[config.mk]
export PLATFORM = sky130hd
export DESIGN_NAME = uart_depacketizer
export DESIGN_NICKNAME = d
export VERILOG_FILES = /design/src/rtl/uart_pkt_pkg.sv /design/src/rtl/uart_rx_byte.sv /design/src/rtl/uart_depacketizer.sv
export SDC_FILE = /design/constraint.sdc
export NUM_CORES = 1
export LEC_CHECK = 0
export BUFFER_PORTS_ARGS = -buffer_cell sky130_fd_sc_hd__buf_4
export CELL_PAD_IN_SITES_DETAIL_PLACEMENT = 2
export CELL_PAD_IN_SITES_GLOBAL_PLACEMENT = 2
export CORE_MARGIN = 3
export CORE_UTILIZATION = 43
export DETAILED_ROUTE_END_ITERATION = 8
export HOLD_SLACK_MARGIN = 0.06
export PLACE_DENSITY = 0.81
export SLEW_MARGIN = 20
export SYNTH_ARGS = -nofsm -noshare
export SYNTH_HDL_FRONTEND = slang
export SYNTH_SLANG_ARGS = --single-unit
[constraint.sdc]
create_clock -name clk -period 6.19 [get_ports clk]
set_input_delay 0.3095 -clock clk [delete_from_list [all_inputs] [get_ports clk]]
set_output_delay 0.3095 -clock clk [all_outputs]
set_load 0.005 [all_outputs]
[src/rtl/uart_pkt_pkg.sv]
// Shared definitions for the UART packetizer / depacketizer pair.
//   START_BYTE      frame delimiter that opens every packet
//   ERR_*           err_code values reported alongside pkt_done
//   rx_state_t      byte receiver states
//   parse_state_t   packet parser states
//   csum_add        running 8-bit checksum step (sum mod 256)
package uart_pkt_pkg;

   localparam logic [7:0] START_BYTE = 8'hA5;

   localparam logic [2:0] ERR_OK       = 3'd0;
   localparam logic [2:0] ERR_BAD_LEN  = 3'd1;
   localparam logic [2:0] ERR_BAD_CSUM = 3'd2;
   localparam logic [2:0] ERR_OVERFLOW = 3'd3;
   localparam logic [2:0] ERR_FRAMING  = 3'd4;
   localparam logic [2:0] ERR_TIMEOUT  = 3'd5;

   typedef enum logic [1:0] {
      RX_IDLE,
      RX_START,
      RX_DATA,
      RX_STOP
   } rx_state_t;

   typedef enum logic [1:0] {
      P_WAIT_START,
      P_GET_LEN,
      P_GET_PAYLOAD,
      P_GET_CSUM
   } parse_state_t;

   function automatic logic [7:0] csum_add(input logic [7:0] acc, input logic [7:0] b);
      return acc + b;
   endfunction

endpackage

[src/rtl/uart_rx_byte.sv]
// 8N1 UART byte receiver.
//   clk, rst     system clock, asynchronous active-high reset
//   rx           serial line (idle high, asynchronous to clk)
//   rx_data      last received byte, valid while byte_valid=1
//   byte_valid   one-cycle pulse: a byte with a good stop bit arrived
//   frame_err    one-cycle pulse: stop bit sampled low, byte discarded
//   state        current receiver state, for observation
module uart_rx_byte #(
   parameter int CLKS_PER_BIT = 434
) (
   input  logic      clk,
   input  logic      rst,
   input  logic      rx,
   output logic [7:0] rx_data,
   output logic      byte_valid,
   output logic      frame_err,
   output logic [1:0] state
);
   import uart_pkt_pkg::*;

   localparam int CW = $clog2(CLKS_PER_BIT);
   localparam logic [CW-1:0] HALF_LAST = CW'(CLKS_PER_BIT / 2 - 1);
   localparam logic [CW-1:0] FULL_LAST = CW'(CLKS_PER_BIT - 1);

   logic          rx_meta, rx_sync, rx_prev;
   rx_state_t     st, st_n;
   logic [CW-1:0] cnt, cnt_n;
   logic [2:0]    bit_idx, bit_idx_n;
   logic [7:0]    shreg, shreg_n;
   logic [7:0]    rx_data_n;
   logic          byte_valid_n, frame_err_n;

   assign state = st;

   always_ff @(posedge clk or posedge rst) begin
      if (rst) begin
         rx_meta    <= 1'b1;
         rx_sync    <= 1'b1;
         rx_prev    <= 1'b1;
         st         <= RX_IDLE;
         cnt        <= '0;
         bit_idx    <= '0;
         shreg      <= '0;
         rx_data    <= '0;
         byte_valid <= 1'b0;
         frame_err  <= 1'b0;
      end else begin
         rx_meta    <= rx;
         rx_sync    <= rx_meta;
         rx_prev    <= rx_sync;
         st         <= st_n;
         cnt        <= cnt_n;
         bit_idx    <= bit_idx_n;
         shreg      <= shreg_n;
         rx_data    <= rx_data_n;
         byte_valid <= byte_valid_n;
         frame_err  <= frame_err_n;
      end
   end

   always_comb begin
      st_n         = st;
      cnt_n        = cnt + 1'b1;
      bit_idx_n    = bit_idx;
      shreg_n      = shreg;
      rx_data_n    = rx_data;
      byte_valid_n = 1'b0;
      frame_err_n  = 1'b0;
      case (st)
         RX_IDLE: begin
            cnt_n = '0;
            // Edge, not level: a line stuck low after a bad stop bit
            // must not retrigger a new frame.
            if (rx_prev && !rx_sync) st_n = RX_START;
         end
         RX_START: begin
            if (cnt == HALF_LAST) begin
               cnt_n     = '0;
               bit_idx_n = '0;
               st_n      = rx_sync ? RX_IDLE : RX_DATA;
            end
         end
         RX_DATA: begin
            if (cnt == FULL_LAST) begin
               cnt_n     = '0;
               shreg_n   = {rx_sync, shreg[7:1]};
               bit_idx_n = bit_idx + 3'd1;
               if (bit_idx == 3'd7) st_n = RX_STOP;
            end
         end
         RX_STOP: begin
            if (cnt == FULL_LAST) begin
               cnt_n = '0;
               st_n  = RX_IDLE;
               if (rx_sync) begin
                  byte_valid_n = 1'b1;
                  rx_data_n    = shreg;
               end else begin
                  frame_err_n = 1'b1;
               end
            end
         end
         default: st_n = RX_IDLE;
      endcase
   end

endmodule

[src/rtl/uart_depacketizer.sv]
// UART packet receiver: START(0xA5), LEN, LEN payload bytes, CSUM.
//   clk, rst       system clock, asynchronous active-high reset
//   rx             UART serial line
//   fifo_full      full flag of the downstream FIFO
//   fifo_data      payload byte for the FIFO
//   fifo_write_en  one-cycle write strobe
//   pkt_done       one-cycle pulse when a packet completes or aborts
//   pkt_err        qualifies pkt_done, 1 = packet bad
//   err_code       cause, valid while pkt_done=1
//   busy           high from accepted START until pkt_done
// FIFO handshake: fifo_write_en is a single-cycle strobe and fifo_data is
// valid in that same cycle. There is no stall path; fifo_full is sampled
// when the byte arrives and a full FIFO causes the byte to be dropped and
// the packet to be flagged OVERFLOW.
module uart_depacketizer #(
   parameter int         CLKS_PER_BIT = 434,
   parameter int         MAX_PAYLOAD  = 16,
   parameter logic [7:0] START_BYTE   = uart_pkt_pkg::START_BYTE,
   parameter int         TIMEOUT_BITS = 20
) (
   input  logic       clk,
   input  logic       rst,
   input  logic       rx,
   input  logic       fifo_full,
   output logic [7:0] fifo_data,
   output logic       fifo_write_en,
   output logic       pkt_done,
   output logic       pkt_err,
   output logic [2:0] err_code,
   output logic       busy
);
   import uart_pkt_pkg::*;

   localparam int TIMEOUT_CYC = TIMEOUT_BITS * CLKS_PER_BIT;
   localparam int TW = $clog2(TIMEOUT_CYC + 1);
   localparam logic [TW-1:0] TIMER_LAST = TW'(TIMEOUT_CYC - 1);
   localparam logic [7:0] MAX_LEN = 8'(MAX_PAYLOAD);

   logic [7:0] rx_data;
   logic       byte_valid, frame_err;
   logic [1:0] rx_state;

   uart_rx_byte #(.CLKS_PER_BIT(CLKS_PER_BIT)) u_rx (
      .clk        (clk),
      .rst        (rst),
      .rx         (rx),
      .rx_data    (rx_data),
      .byte_valid (byte_valid),
      .frame_err  (frame_err),
      .state      (rx_state)
   );

   parse_state_t  state, state_n;
   logic [7:0]    len, len_n, cnt, cnt_n, csum, csum_n;
   logic          ovf, ovf_n;
   logic [TW-1:0] timer, timer_n;
   logic [7:0]    fifo_data_n;
   logic          fifo_write_en_n, pkt_done_n, pkt_err_n, busy_n;
   logic [2:0]    err_code_n, fin_code;
   logic          finish;

   always_ff @(posedge clk or posedge rst) begin
      if (rst) begin
         state         <= P_WAIT_START;
         len           <= '0;
         cnt           <= '0;
         csum          <= '0;
         ovf           <= 1'b0;
         timer         <= '0;
         fifo_data     <= '0;
         fifo_write_en <= 1'b0;
         pkt_done      <= 1'b0;
         pkt_err       <= 1'b0;
         err_code      <= '0;
         busy          <= 1'b0;
      end else begin
         state         <= state_n;
         len           <= len_n;
         cnt           <= cnt_n;
         csum          <= csum_n;
         ovf           <= ovf_n;
         timer         <= timer_n;
         fifo_data     <= fifo_data_n;
         fifo_write_en <= fifo_write_en_n;
         pkt_done      <= pkt_done_n;
         pkt_err       <= pkt_err_n;
         err_code      <= err_code_n;
         busy          <= busy_n;
      end
   end

   always_comb begin
      state_n         = state;
      len_n           = len;
      cnt_n           = cnt;
      csum_n          = csum;
      ovf_n           = ovf;
      timer_n         = '0;
      fifo_data_n     = fifo_data;
      fifo_write_en_n = 1'b0;
      pkt_done_n      = 1'b0;
      pkt_err_n       = 1'b0;
      err_code_n      = ERR_OK;
      busy_n          = busy;
      finish          = 1'b0;
      fin_code        = ERR_OK;

      // Idle timer only runs mid-packet and restarts on every good byte.
      if (busy) timer_n = byte_valid ? '0 : timer + 1'b1;

      case (state)
         P_WAIT_START: begin
            if (byte_valid && rx_data == START_BYTE) begin
               state_n = P_GET_LEN;
               busy_n  = 1'b1;
            end
         end
         P_GET_LEN: begin
            if (byte_valid) begin
               if (rx_data == 8'd0 || rx_data > MAX_LEN) begin
                  finish   = 1'b1;
                  fin_code = ERR_BAD_LEN;
               end else begin
                  len_n   = rx_data;
                  cnt_n   = '0;
                  csum_n  = '0;
                  ovf_n   = 1'b0;
                  state_n = P_GET_PAYLOAD;
               end
            end
         end
         P_GET_PAYLOAD: begin
            if (byte_valid) begin
               csum_n = csum_add(csum, rx_data);
               if (fifo_full) begin
                  ovf_n = 1'b1;
               end else begin
                  fifo_data_n     = rx_data;
                  fifo_write_en_n = 1'b1;
               end
               cnt_n = cnt + 8'd1;
               if (cnt_n == len) state_n = P_GET_CSUM;
            end
         end
         P_GET_CSUM: begin
            if (byte_valid) begin
               finish = 1'b1;
               if (ovf)                  fin_code = ERR_OVERFLOW;
               else if (rx_data != csum) fin_code = ERR_BAD_CSUM;
               else                      fin_code = ERR_OK;
            end
         end
         default: state_n = P_WAIT_START;
      endcase

      // frame_err and byte_valid never coincide, so these cannot override
      // a byte-driven result.
      if (busy && frame_err) begin
         finish   = 1'b1;
         fin_code = ERR_FRAMING;
      end else if (busy && !byte_valid && timer == TIMER_LAST) begin
         finish   = 1'b1;
         fin_code = ERR_TIMEOUT;
      end

      if (finish) begin
         state_n    = P_WAIT_START;
         busy_n     = 1'b0;
         timer_n    = '0;
         pkt_done_n = 1'b1;
         pkt_err_n  = (fin_code != ERR_OK);
         err_code_n = fin_code;
      end
   end

endmodule

==> run_results.csv, run 1 <==
group,metric,value,unit
yosys,synth_cell_type_count,53,
critical_path,crit_start,"u_rx.rx_data[0]",
timing,drv_slew,0,
final_layout,fillers,1105,
placement,placed_cell_area,4850,sq um
timing,rsz0062_at_grt,"false",
yosys,synth_cells,461,
yosys,synthArstFlopShare,1.00,
routing,via_count,3527,
global_route,grt_max_degree,56,
final_layout,ff_latch_area,2280,sq um
power_and_ir_drop,ir_drop,166,uV
clock_network,tritoncts,"done",
critical_path,required,6.40,ns
final_layout,diodes,0,
timing,finalSetupViolCount,0,
routing,drt_wl_total,12.5,mm
clock_network,cts_buffers,9,
timing,fin_tns_setup,0,ns
timing,worst_slew_pin_slew,1.05,ns
final_layout,layout-drive-gt1-share,0.124,
final_layout,design_area,5080,sq um
yosys,synth_top_area_cell,"dfrtp_1",
floorplanning,start_util,0.444,
yosys,ys_ff_latch,91,
critical_path,setup.worst_path.class,"flip-flop to flip-flop",
routing,drt_iter0_markers,111,
critical_path,crit_arrival,2.89,ns
critical_path,slowest_delay,0.84,ns
clock_network,ctsHtreeMaxLevel,3,
routing,wl_per_cell,20.2,microns
global_route,grt_usage,0.225,
clock_network,cts.clk_slew.worst_paths,0.09,ns
timing,min_period,2.68,ns
yosys,ys.flop_type,"dfrtp_1",
critical_path,critPathSlowestCell,"o21bai_1",
critical_path,worstSetupEndpoint,"cnt[4]",
placement,dp_cells,601,
timing,finalCritPeriodShare,0.433,
floorplanning,coreArea,10400,sq um
floorplanning,fp.dieW,109,microns
floorplanning,ios,19,
placement,io_buffer_count,18,
power_and_ir_drop,total_leakage_power,2.39,nW
clock_network,root_buffer,"clkbuf_8",
flow_run,drv_cap,0,
yosys,synth_top_area_frac,0.478,
final_layout,multi_input_area,2180,sq um
yosys,synth-edff-count,0,
clock_network,cts_max_path_buffers,2,
critical_path,r2r-end,"cnt[4]",
final_layout,finish.utilization,0.490,
final_layout,fin_cells,619,
critical_path,r2r-start,"u_rx.rx_data[0]",
critical_path,cp_max_fo,13,
timing,max_freq,373,MHz
placement,gp_congestion,0.764,
global_route,overflow,0,
yosys,synth.area.top_cells,"dfrtp_1 (48%), nand2_1 (6.0%), ha_1 (4.9%)",
critical_path,path_cells,"nor4_1, mux2_2, o21bai_1, nor2b_1, o21ai_0, o31ai_1",
floorplanning,dieArea,12000,sq um
critical_path,cp-end-kind,"flip-flop",
critical_path,reg2reg_slack,3.51,ns
timing,max_slew_margin,0.297,
yosys,syn_area,4600,sq um
floorplanning,num_rows,37,
final_layout,nets,501,
yosys,yosysSeqAreaShare,0.496,
status,outcome,"completed",
routing,via_per_inst,5.70,
final_layout,syn_to_final_growth,10.4,%
power_and_ir_drop,p_per_area,229,nW/um^2
global_route,antenna_found_initial,0,
routing,drc,0,
yosys,yosysWarnings,0,
routing,ant_nets,0,
global_route,grt_pass1_vias,3846,
global_route,grt_first_pass_wirelength,20.9,mm
clock_network,cts_resized,0,
floorplanning,die_h,109,microns
critical_path,reg2regPathDepth,6,
clock_network,clock_latency,0.36,ns
timing,hold_violations,0,
routing,dr.pass1.iters,4,
yosys,synth_most_common_cell,"dfrtp_1",
placement,dp_hpwl,8.48,mm
clock_network,cts.sinks,91,
yosys,postSynthAreaPerCell,9.99,sq um
timing,clock_skew,0.0104,ns
critical_path,cp-start-kind,"flip-flop",
hold_path,hp-class,"input port to flip-flop",
yosys,syn-num-nets,484,
yosys,yosys-top-cells-count,"dfrtp_1 (88), nand2_1 (74), nor2_1 (39)",
==> final cells by class <==
type                    count  share of cell area
inverters                  19              0.0153
clock inverters             4             0.00985
flip-flops and latches     91               0.449
clock buffers              12              0.0305
repair buffers             21              0.0320
well taps                 136              0.0335
multi-input cells         336               0.430
==> critical path, delay by kind of cell (launching register included) <==
| kind | cells | cell delay (ns) |
|---|---|---|
| AO/OA/AOI/OAI | 3 | 1.12 |
| multiplexers | 1 | 0.46 |
| AND/OR/NAND/NOR | 2 | 0.48 |
| flip-flops | 1 | 0.46 |
==> cells in the final DEF (no fill, tap or decap), types with 3 or more instances in the layout <==
cell type	count
nor4_1	10
nor3_1	6
nor2b_1	6
nand3b_1	3
a21oi_1	15
a21o_1	4
and2_1	3
mux2_2	16
o2111ai_1	3
nand4_1	7
xnor2_1	16
nor2_1	39
and3_1	6
o311ai_0	3
o21ai_0	17
a22o_1	9
xor2_1	19
clkbuf_8	11
nand2_1	74
buf_4	19
ha_1	18
o21bai_1	4
dfrtp_1	88
inv_1	15
nand3_1	17
nand2b_1	5
dfstp_2	3
o31ai_1	5
==> metal layers <==
layer / up-vias / GRT usage / part of all wire
met5: - / 0 / 0
met4: 0 / 0.0650 / 0.012
met3: 12 / 0.0299 / 0.020
met2: 41 / 0.387 / 0.52
met1: 1834 / 0.296 / 0.45
li1: 1640 / - / -
==> per-stage QoR <==
stage               worst slack (ns)  power [mW]  hold slack (ns)
finish                          3.51        1.17            0.344
detailed placement              3.63       0.745            0.349
floorplan                       3.52       0.715            0.314
global placement                3.67       0.739            0.346
global route                    3.26        1.22            0.370
CTS                             3.57        1.18            0.328
==> state kept, by name (all words and copies together) (netlist names), 2 cells and up, named ones only <==
| signal | count |
|---|---|
| state | 2 |
| csum | 8 |
| timer | 14 |
| len | 8 |
| err_code | 3 |
| u_rx.rx_data | 8 |
| fifo_data | 8 |
| u_rx.shreg | 8 |
| u_rx.bit_idx | 3 |
| u_rx.cnt | 9 |
| cnt | 8 |
==> where the power goes <==
part / leakage (nW) / internal, mW / switching, mW / total, mW
registers: 1.25 / 0.613 / 0.0388 / 0.652
logic: 1.04 / 0.0319 / 0.0598 / 0.0918
clock network: 0.0986 / 0.208 / 0.213 / 0.421
==> cells by family (layout without fill, tap and decap cells) <==
| group | after synthesis | after routing | synth area share |
|---|---|---|---|
| adders and majority gates | 19 | 19 | 0.0533 |
| buffers and inverters | 34 | 56 | 0.0302 |
| xor gates and xnor gates | 35 | 35 | 0.0666 |
| DFF | 91 | 91 | 0.496 |
| muxes | 16 | 16 | 0.0391 |
| AOI/OAI and AO/OA | 78 | 78 | 0.120 |
| and+or+nand+nor | 188 | 188 | 0.195 |
==> worst min-delay path by stage <==
stage / startpoint / to / slack [ns] / cells past startpoint
2_1_floorplan: rx / u_rx.rx_meta / 0.31 / 0
3_3_place_gp: u_rx.rx_meta / u_rx.rx_sync / 0.35 / 0
3_5_place_dp: u_rx.rx_meta / u_rx.rx_sync / 0.35 / 0
4_1_cts: fifo_full / ovf / 0.33 / 3
5_1_grt: u_rx.rx_meta / u_rx.rx_sync / 0.37 / 0
6_report: fifo_full / ovf / 0.34 / 3
==> repair_timing <==
item,CTS,global route
endpoints found under the hold margin,37,0
buffers inserted,0,0
hold buffers,2,0
Note: power is estimated with default switching activity, not from simulation.
==> run 2, diff against run 1 <==
- CORE_UTILIZATION: 43 -> 36
- PLACE_DENSITY: 0.81 -> 0.72
- clock period: 6.19 -> 2.34 ns (I/O delays scaled with it)
==> run_results.csv, run 2 (same netlist as run 1, synthesis figures left out) <==
group,metric,value,unit
clock_network,cts.clk_slew.worst_paths,0.06,ns
timing,hold_violations,0,
global_route,antenna_found_initial,0,
global_route,grt_first_pass_wirelength,20.9,mm
critical_path,setup.worst_path.class,"flip-flop to flip-flop",
timing,max_freq,448,MHz
timing,worst_slew_pin_slew,0.718,ns
placement,dp_cells,656,
floorplanning,dieArea,14200,sq um
timing,finalSetupViolCount,0,
routing,wl_per_cell,18.1,microns
critical_path,crit_arrival,2.45,ns
floorplanning,die_h,119,microns
critical_path,r2r-start,"timer[11]",
clock_network,cts.sinks,91,
final_layout,largest_register_ffs,14,
critical_path,slowest_delay,0.56,ns
clock_network,cts_max_path_buffers,2,
floorplanning,coreArea,12300,sq um
routing,drt_iter0_markers,141,
routing,ant_nets,0,
critical_path,cp_max_fo,4,
clock_network,root_buffer,"clkbuf_16",
routing,drt_wl_total,12.3,mm
placement,dp_hpwl,8.80,mm
placement,io_buffer_count,18,
power_and_ir_drop,total_leakage_power,2.57,nW
final_layout,final_common_cell,"dfrtp_1",
clock_network,clock_latency,0.34,ns
placement,gp_congestion,0.786,
power_and_ir_drop,ir_drop,350,uV
status,outcome,"completed",
global_route,grt_pass1_vias,3985,
final_layout,nets,526,
critical_path,cp-end-kind,"flip-flop",
final_layout,syn_to_final_growth,18.4,%
floorplanning,ios,19,
final_layout,layout_common_cells,"dfrtp_1 (88), nand2_1 (74), buf_4 (43)",
timing,rsz0062_at_grt,"false",
global_route,overflow,0,
critical_path,path_cells,"or4b_4, o41a_4, clkinv_4, o22ai_4, or4_1, nor2_1, o21ai_1",
floorplanning,num_rows,40,
clock_network,cts_buffers,9,
timing,drv_slew,0,
routing,drc,0,
hold_path,worstHoldStart,"fifo_full",
routing,via_count,3575,
final_layout,largest-register,"timer",
global_route,grt_usage,0.183,
final_layout,diodes,0,
final_layout,fillers,1292,
critical_path,cpLargestDelayFamily,"simple AND/OR/NAND/NOR gates",
routing,via_per_inst,5.29,
final_layout,top_regs,"timer: 14 flops, u_rx.cnt: 9 flops",
timing,min_period,2.23,ns
flow_run,drv_cap,0,
timing,clock_skew,0.00587,ns
floorplanning,start_util,0.375,
final_layout,layout-drive-gt1-share,0.177,
critical_path,crit_start,"timer[11]",
critical_path,cp-start-kind,"flip-flop",
placement,placed_cell_area,5080,sq um
power_and_ir_drop,p_per_area,648,nW/um^2
timing,fin_tns_setup,0,ns
final_layout,ff_latch_area,2280,sq um
clock_network,tritoncts,"done",
timing,max_slew_margin,0.521,
final_layout,design_area,5450,sq um
critical_path,required,2.56,ns
timing,finalCritPeriodShare,0.954,
hold_path,hp-class,"input port to flip-flop",
timing,whs,0.175,ns
global_route,grt_max_degree,41,
final_layout,multi_input_area,2200,sq um
critical_path,path_buf_inv,1,
routing,dr.pass1.iters,4,
final_layout,fin_cells,676,
floorplanning,fp.dieW,119,microns
critical_path,critPathSlowestCell,"or4b_4",
clock_network,ctsHtreeMaxLevel,3,
critical_path,reg2reg_slack,0.11,ns
run 2: repair_timing:
action,in CTS,in global routing
setup buffers,0,2
endpoints found under the setup margin,0,4
endpoints found under the hold margin,28,0
hold buffers,2,0
resized for setup,0,4
run 2: report_power, final:
group          internal [mW]  leakage [nW]  switching, mW
Sequential              1.62          1.25         0.0835
Clock                  0.932         0.147          0.625
Combinational          0.110          1.17          0.157
run 2: layout make-up:
type	count	share of cell area
Inverter	19	0.0147
Clock inverter	7	0.0170
Multi-Input combinational cell	336	0.403
Tap cell	168	0.0386
Clock buffer	9	0.0413
Timing Repair Buffer	46	0.0666
Sequential cell	91	0.418
run 2: final timing paths:
check / endpoint / cells past startpoint
hold reg to reg: u_rx.rx_sync / 0
setup / recovery: state[0] / 7
hold / removal: ovf / 3
setup reg to reg: state[0] / 7
max in group asynchronous: u_rx.rx_prev / 4
min in group asynchronous: err_code[1] / 3
run 2: routing by layer:
metal	GRT usage	share of wire
met3	0.0256	0.016
met2	0.313	0.51
met1	0.237	0.46
met4	0.0630	0.016
met5	0	0
run 2: tightest hold or removal path: stages:
cell,delay [ns]
buf_4,0.12
a41oi_1,0.17
a41oi_1,0.06
run 2: stage by stage:
step,power [mW],setup slack (ns),utilization
after floorplan,1.89,0.146,-
after global placement,1.99,0.0962,0.414
after detailed placement,2.01,0.0420,0.414
after CTS,3.60,0.0397,0.442
after global routing,3.71,0.00466,0.445
final,3.53,0.108,0.445
